--- src/rtl/rr_mux4_arbiter.sv ---
// rtl/rr_mux4_arbiter.sv - round-robin arbiter and sequencer around a 4:1 data mux
//
// Ports:
//   clk, rst          clock (rising edge), synchronous active-high reset
//   req[3:0]          per-lane request, bit i = lane i
//   a, b, c, d        lane 0..3 data (DW bits)
//   gnt[3:0]          registered one-hot grant, zero when idle
//   s[1:0]            registered mux select, index of the gnt bit
//   y                 muxed data, zero when out_valid=0
//   out_valid         y holds a beat (granted lane still requesting)
//   out_ready         downstream accepts the beat
//   busy              arbiter is in GRANT
//
// Optional macro: ARB_FIXED_PRIO_EN - lane 0 highest priority, ptr frozen.
module rr_mux4_arbiter #(
  parameter int DW       = 8,
  parameter int MAX_HOLD = 4
) (
  input  logic          clk,
  input  logic          rst,
  input  logic [3:0]    req,
  input  logic [DW-1:0] a,
  input  logic [DW-1:0] b,
  input  logic [DW-1:0] c,
  input  logic [DW-1:0] d,
  output logic [3:0]    gnt,
  output logic [1:0]    s,
  output logic [DW-1:0] y,
  output logic          out_valid,
  input  logic          out_ready,
  output logic          busy
);

  localparam int            BW        = $clog2(MAX_HOLD + 1);
  localparam logic [BW-1:0] LAST_BEAT = BW'(MAX_HOLD - 1);

  typedef enum logic {IDLE, GRANT} state_t;

  state_t        r_state, w_state_nxt;
  logic [1:0]    r_ptr, w_ptr_nxt;
  logic [1:0]    r_s, w_s_nxt;
  logic [3:0]    r_gnt, w_gnt_nxt;
  logic [BW-1:0] r_beat_cnt, w_beat_nxt;

  logic          w_out_valid;
  logic          w_xfer;
  logic [1:0]    w_start;
  logic [2:0]    w_pick;

  // Returns {found, index}. Scanning offsets from highest to lowest lets the
  // smallest offset from start overwrite any later match.
  function automatic logic [2:0] pick(input logic [1:0] start, input logic [3:0] r);
    logic [2:0] res;
    logic [1:0] idx;
    res = 3'b000;
    for (int k = 3; k >= 0; k--) begin
      idx = start + 2'(k);
      if (r[idx]) res = {1'b1, idx};
    end
    return res;
  endfunction

  // IDLE scans from the saved pointer; a rearbitration in GRANT scans from
  // the lane after the current one, which becomes the new pointer.
`ifdef ARB_FIXED_PRIO_EN
  assign w_start = 2'b00;
`else
  assign w_start = (r_state == IDLE) ? r_ptr : (r_s + 2'd1);
`endif
  assign w_pick = pick(w_start, req);

  assign w_out_valid = (r_state == GRANT) && req[r_s];
  assign w_xfer      = w_out_valid && out_ready;

  always_ff @(posedge clk) begin
    if (rst) begin
      r_state    <= IDLE;
      r_ptr      <= 2'b00;
      r_s        <= 2'b00;
      r_gnt      <= 4'b0000;
      r_beat_cnt <= '0;
    end else begin
      r_state    <= w_state_nxt;
      r_ptr      <= w_ptr_nxt;
      r_s        <= w_s_nxt;
      r_gnt      <= w_gnt_nxt;
      r_beat_cnt <= w_beat_nxt;
    end
  end

  always_comb begin
    w_state_nxt = r_state;
    w_ptr_nxt   = r_ptr;
    w_s_nxt     = r_s;
    w_gnt_nxt   = r_gnt;
    w_beat_nxt  = r_beat_cnt;
    case (r_state)
      IDLE: begin
        if (|req) begin
          w_state_nxt = GRANT;
          w_s_nxt     = w_pick[1:0];
          w_gnt_nxt   = 4'b0001 << w_pick[1:0];
          w_beat_nxt  = '0;
        end
      end
      GRANT: begin
        if (w_xfer && (r_beat_cnt < LAST_BEAT)) begin
          w_beat_nxt = r_beat_cnt + BW'(1);
        end else if (w_xfer || !req[r_s]) begin
          // Hold limit reached or requester released: pick the next lane
          // on this same edge; a sole requester wraps back to itself.
`ifndef ARB_FIXED_PRIO_EN
          w_ptr_nxt = r_s + 2'd1;
`endif
          if (w_pick[2]) begin
            w_s_nxt    = w_pick[1:0];
            w_gnt_nxt  = 4'b0001 << w_pick[1:0];
            w_beat_nxt = '0;
          end else begin
            w_state_nxt = IDLE;
            w_gnt_nxt   = 4'b0000;
          end
        end
      end
      default: w_state_nxt = IDLE;
    endcase
  end

  always_comb begin
    y = '0;
    if (w_out_valid) begin
      case (r_s)
        2'd0:    y = a;
        2'd1:    y = b;
        2'd2:    y = c;
        default: y = d;
      endcase
    end
  end

  assign gnt       = r_gnt;
  assign s         = r_s;
  assign out_valid = w_out_valid;
  assign busy      = (r_state == GRANT);

endmodule
--- config.mk ---
export PLATFORM = sky130hd
export DESIGN_NAME = rr_mux4_arbiter
export DESIGN_NICKNAME = d
export VERILOG_FILES = /design/src/rtl/rr_mux4_arbiter.sv
export SDC_FILE = /design/constraint.sdc
export NUM_CORES = 1
export LEC_CHECK = 0
export ABC_AREA = 1
export BUFFER_PORTS_ARGS = -buffer_cell sky130_fd_sc_hd__buf_2
export CORE_MARGIN = 3
export CORE_UTILIZATION = 46
export DETAILED_ROUTE_END_ITERATION = 12
export HOLD_SLACK_MARGIN = 0.03
export PLACE_DENSITY_LB_ADDON = 0.05
export SYNTH_ARGS = -nofsm -noshare
export SYNTH_HDL_FRONTEND = slang
export SYNTH_SLANG_ARGS = --single-unit
export TNS_END_PERCENT = 5
--- constraint.sdc ---
create_clock -name clk -period 1.9 [get_ports clk]
set_input_delay 0.38 -clock clk [delete_from_list [all_inputs] [get_ports clk]]
set_output_delay 0.38 -clock clk [all_outputs]
set_load 0.1 [all_outputs]
==> results.yml <==
outcome:
  outcome: "finished with violations"
  violations: "negative setup slack"
floorplanning:
  io_pins: 55
  initial_core_util_pct: 49.83
  core-area_mm2: 0.002255
  std_cell_rows: 17
  die-area_mm2: 0.003071
  die_w_um: 55.42
  fp.dieH_um: 55.42
synthesis:
  yosys.area.top_type_share_pct: 21.71
  postSynthCellCount: 191
  yosysWarnings: 0
  synth-seq-area-share_pct: 21.38
  synth.net_count: 235
  synth_edf_count: 0
  synth_seq_cells: 12
  syn_avg_cell_area_um2: 5.883
  synth_cell_types: 30
  syn_area_mm2: 0.001124
  synth-main-ff-cell: "dfxtp_1"
  ys_top_cells_by_area: "nand2_1 22%, dfxtp_1 21%, nand3_1 7.6%"
  yosysTopAreaCell: "nand2_1"
  synth-async-reset-ratio_pct: 0
grt:
  antenna_found_initial: 0
  grt_max_degree: 13
  grt_use_total_pct: 27.79
  grt_pass1_wl_mm: 7.100
  overflow: 0
  grt_pass1_vias: 1571
setup_path:
  cpLargestDelayFamily: "simple AND/OR/NAND/NOR gates"
  cp_max_fo: 6
  cp.arrival_ns: 1.69
  slowest_delay_ns: 0.38
  endpoint_kind: "output port"
  path_cells: "inv_4 > nand2_2 > nand3_2 > nand2_4 > nor2_4 > o21ai_2 > a31oi_4 > buf_12"
  crit_type: "reg2out"
  reg2reg_slack_ns: 0.03
  cp_slowest_cell: "dfxtp_4"
  critPathBufInv: 2
  worst_ep_required_time_ns: 1.52
  critPathLaunchType: "register"
timing:
  finalHoldViolCount: 0
  rsz0062_at_grt: "true"
  slew_viol_final: 0
  whs_ns: 0.4214
  max_freq_mhz: 484.0
  tightest_slew_ns: 0.4901
  finalSetupViolCount: 8
  clock_skew_ns: 0.006515
  relSlewSlack_pct: 67.55
  period_share_pct: 108.7
  fin_crit_ns: 2.066
  setup_slack_ns: -0.1662
detailed_routing:
  drtPass1Iterations: 4
  ant_nets: 0
  initialDrtViolationCount: 41
  wl_per_cell_um: 15.02
  drc: 0
  drt_wl_total_mm: 4.281
  vias: 1591
  viasPerCell: 5.582
hold_path:
  min_path_type: "in2reg"
final_layout:
  final_cells: 285
  antenna_cells: 0
  final_cell_mix: "59 x nand2_1, 45 x buf_2, 16 x inv_1"
  drive_gt1_share_pct: 45.91
  nets: 302
  area_growth_pct: 70.27
  stdcell_area_mm2: 0.001913
  utilization_pct: 84.85
  final_common_cell: "nand2_1"
power:
  vdd_ir_drop_max_mv: 1.224
  cellPowerDensity_mw_per_mm2: 1481
  p_leak_nw: 0.9176
cts:
  clkSinkCount: 12
  clock_latency_ns: 0.28
  cts_made_buffers: 3
  cts_max_level: 1
  max-clock-path-buffers: 2
  clkTransAtPathRegs_ns: 0.07
  cts_tree: "yes"
  ctsRootBufferMaster: "clkbuf_4"
place:
  io_buffers: 54
  dp_slack_ns: 0.0005631
  hpwl_mm: 3.040
  placed_area_mm2: 0.001725
  dp_cells: 276
  gp_congestion: 0.8480
run:
  maxCapViolCount: 0
[state kept, by name, indices dropped and copies added (netlist names)]
signal and cells:
busy 1, gnt 4, r_beat_cnt 3, r_ptr 2, s 2
[report_power, final]
group | switching [mW] | internal (mW) | leakage [nW]
Combinational | 1.55 | 0.733 | 0.802
Sequential | 0.0649 | 0.318 | 0.100
Clock | 0.0907 | 0.0761 | 0.0154
[final cells by class]
class | count | area [um2]
timing repair buffer | 65 | 495.5
multi-input combinational | 155 | 1016
clock buffer | 3 | 22.52
sequential | 12 | 251.5
clock inverter | 1 | 3.754
tap | 28 | 35.03
inverter | 21 | 88.84
fill | 141 | 341.6
[synthesized netlist by cell type, drive strengths merged, types with 5 or more instances]
library cell and instances:
a21oi 14, ha 5, inv 20, a31oi 7
nand2 72, nand3 19, dfxtp 12, nor2 13
o21ai 7
[what timing repair did]
| item | CTS | global route |
|---|---|---|
| setup buffers | 4 | 0 |
| hold buffers | 0 | 0 |
| pin swaps | 6 | 4 |
| cloned | 1 | 0 |
| endpoints found under the hold margin | 0 | 0 |
| endpoints found under the setup margin | 8 | 15 |
| gates resized for setup | 21 | 18 |
[logic make-up (layout without fill, tap and decap cells)]
kind of cell	after synthesis	count (layout)	synth area share, %
and+or+nand+nor	112	113	45.21
AOI/OAI and AO/OA	37	37	19.49
buffers and inverters	25	90	8.352
DFF	12	12	21.38
adders and majority gates	5	5	5.568
[routing by layer]
metal  wire, um  vias to the layer above  track usage [%]  part of all wire, %
li1           -                      769                -                    -
met1       1689                      744            32.52                   39
met2       2308                       76            51.35                   54
met3        269                        2            4.907                  6.3
met4         14                        0            7.292                 0.33
met5          0                        -                0                    0
[metrics by stage]
step	TNS, ns	total power, mW
final	-1.102	2.833
after global routing	-2.391	3.000
after CTS	-0.8314	2.712
after detailed placement	0	2.409
after global placement	0	2.369
after floorplan	-8.574	1.870
[path summary, 6_finish.rpt]
path,startpoint,end,cells after the start
setup / recovery,s[0]$_SDFFE_PP0P_,y[4],8
hold / removal,rst,gnt[1]$_SDFFE_PP0P_,2
setup reg to reg,s[1]$_SDFFE_PP0P_,gnt[3]$_SDFFE_PP0P_,11
hold reg to reg,gnt[3]$_SDFFE_PP0P_,gnt[3]$_SDFFE_PP0P_,2
[worst register-to-register path: cells and delay by family (launching register included)]
family | cells | cell delay [ns]
AO/OA/AOI/OAI | 2 | 0.32
adder cells (fa/ha/maj) | 1 | 0.35
buffers and inverters | 1 | 0.07
flip-flops | 1 | 0.41
AND/OR/NAND/NOR | 7 | 0.67
No activity file was read; power rests on OpenSTA's default activity.
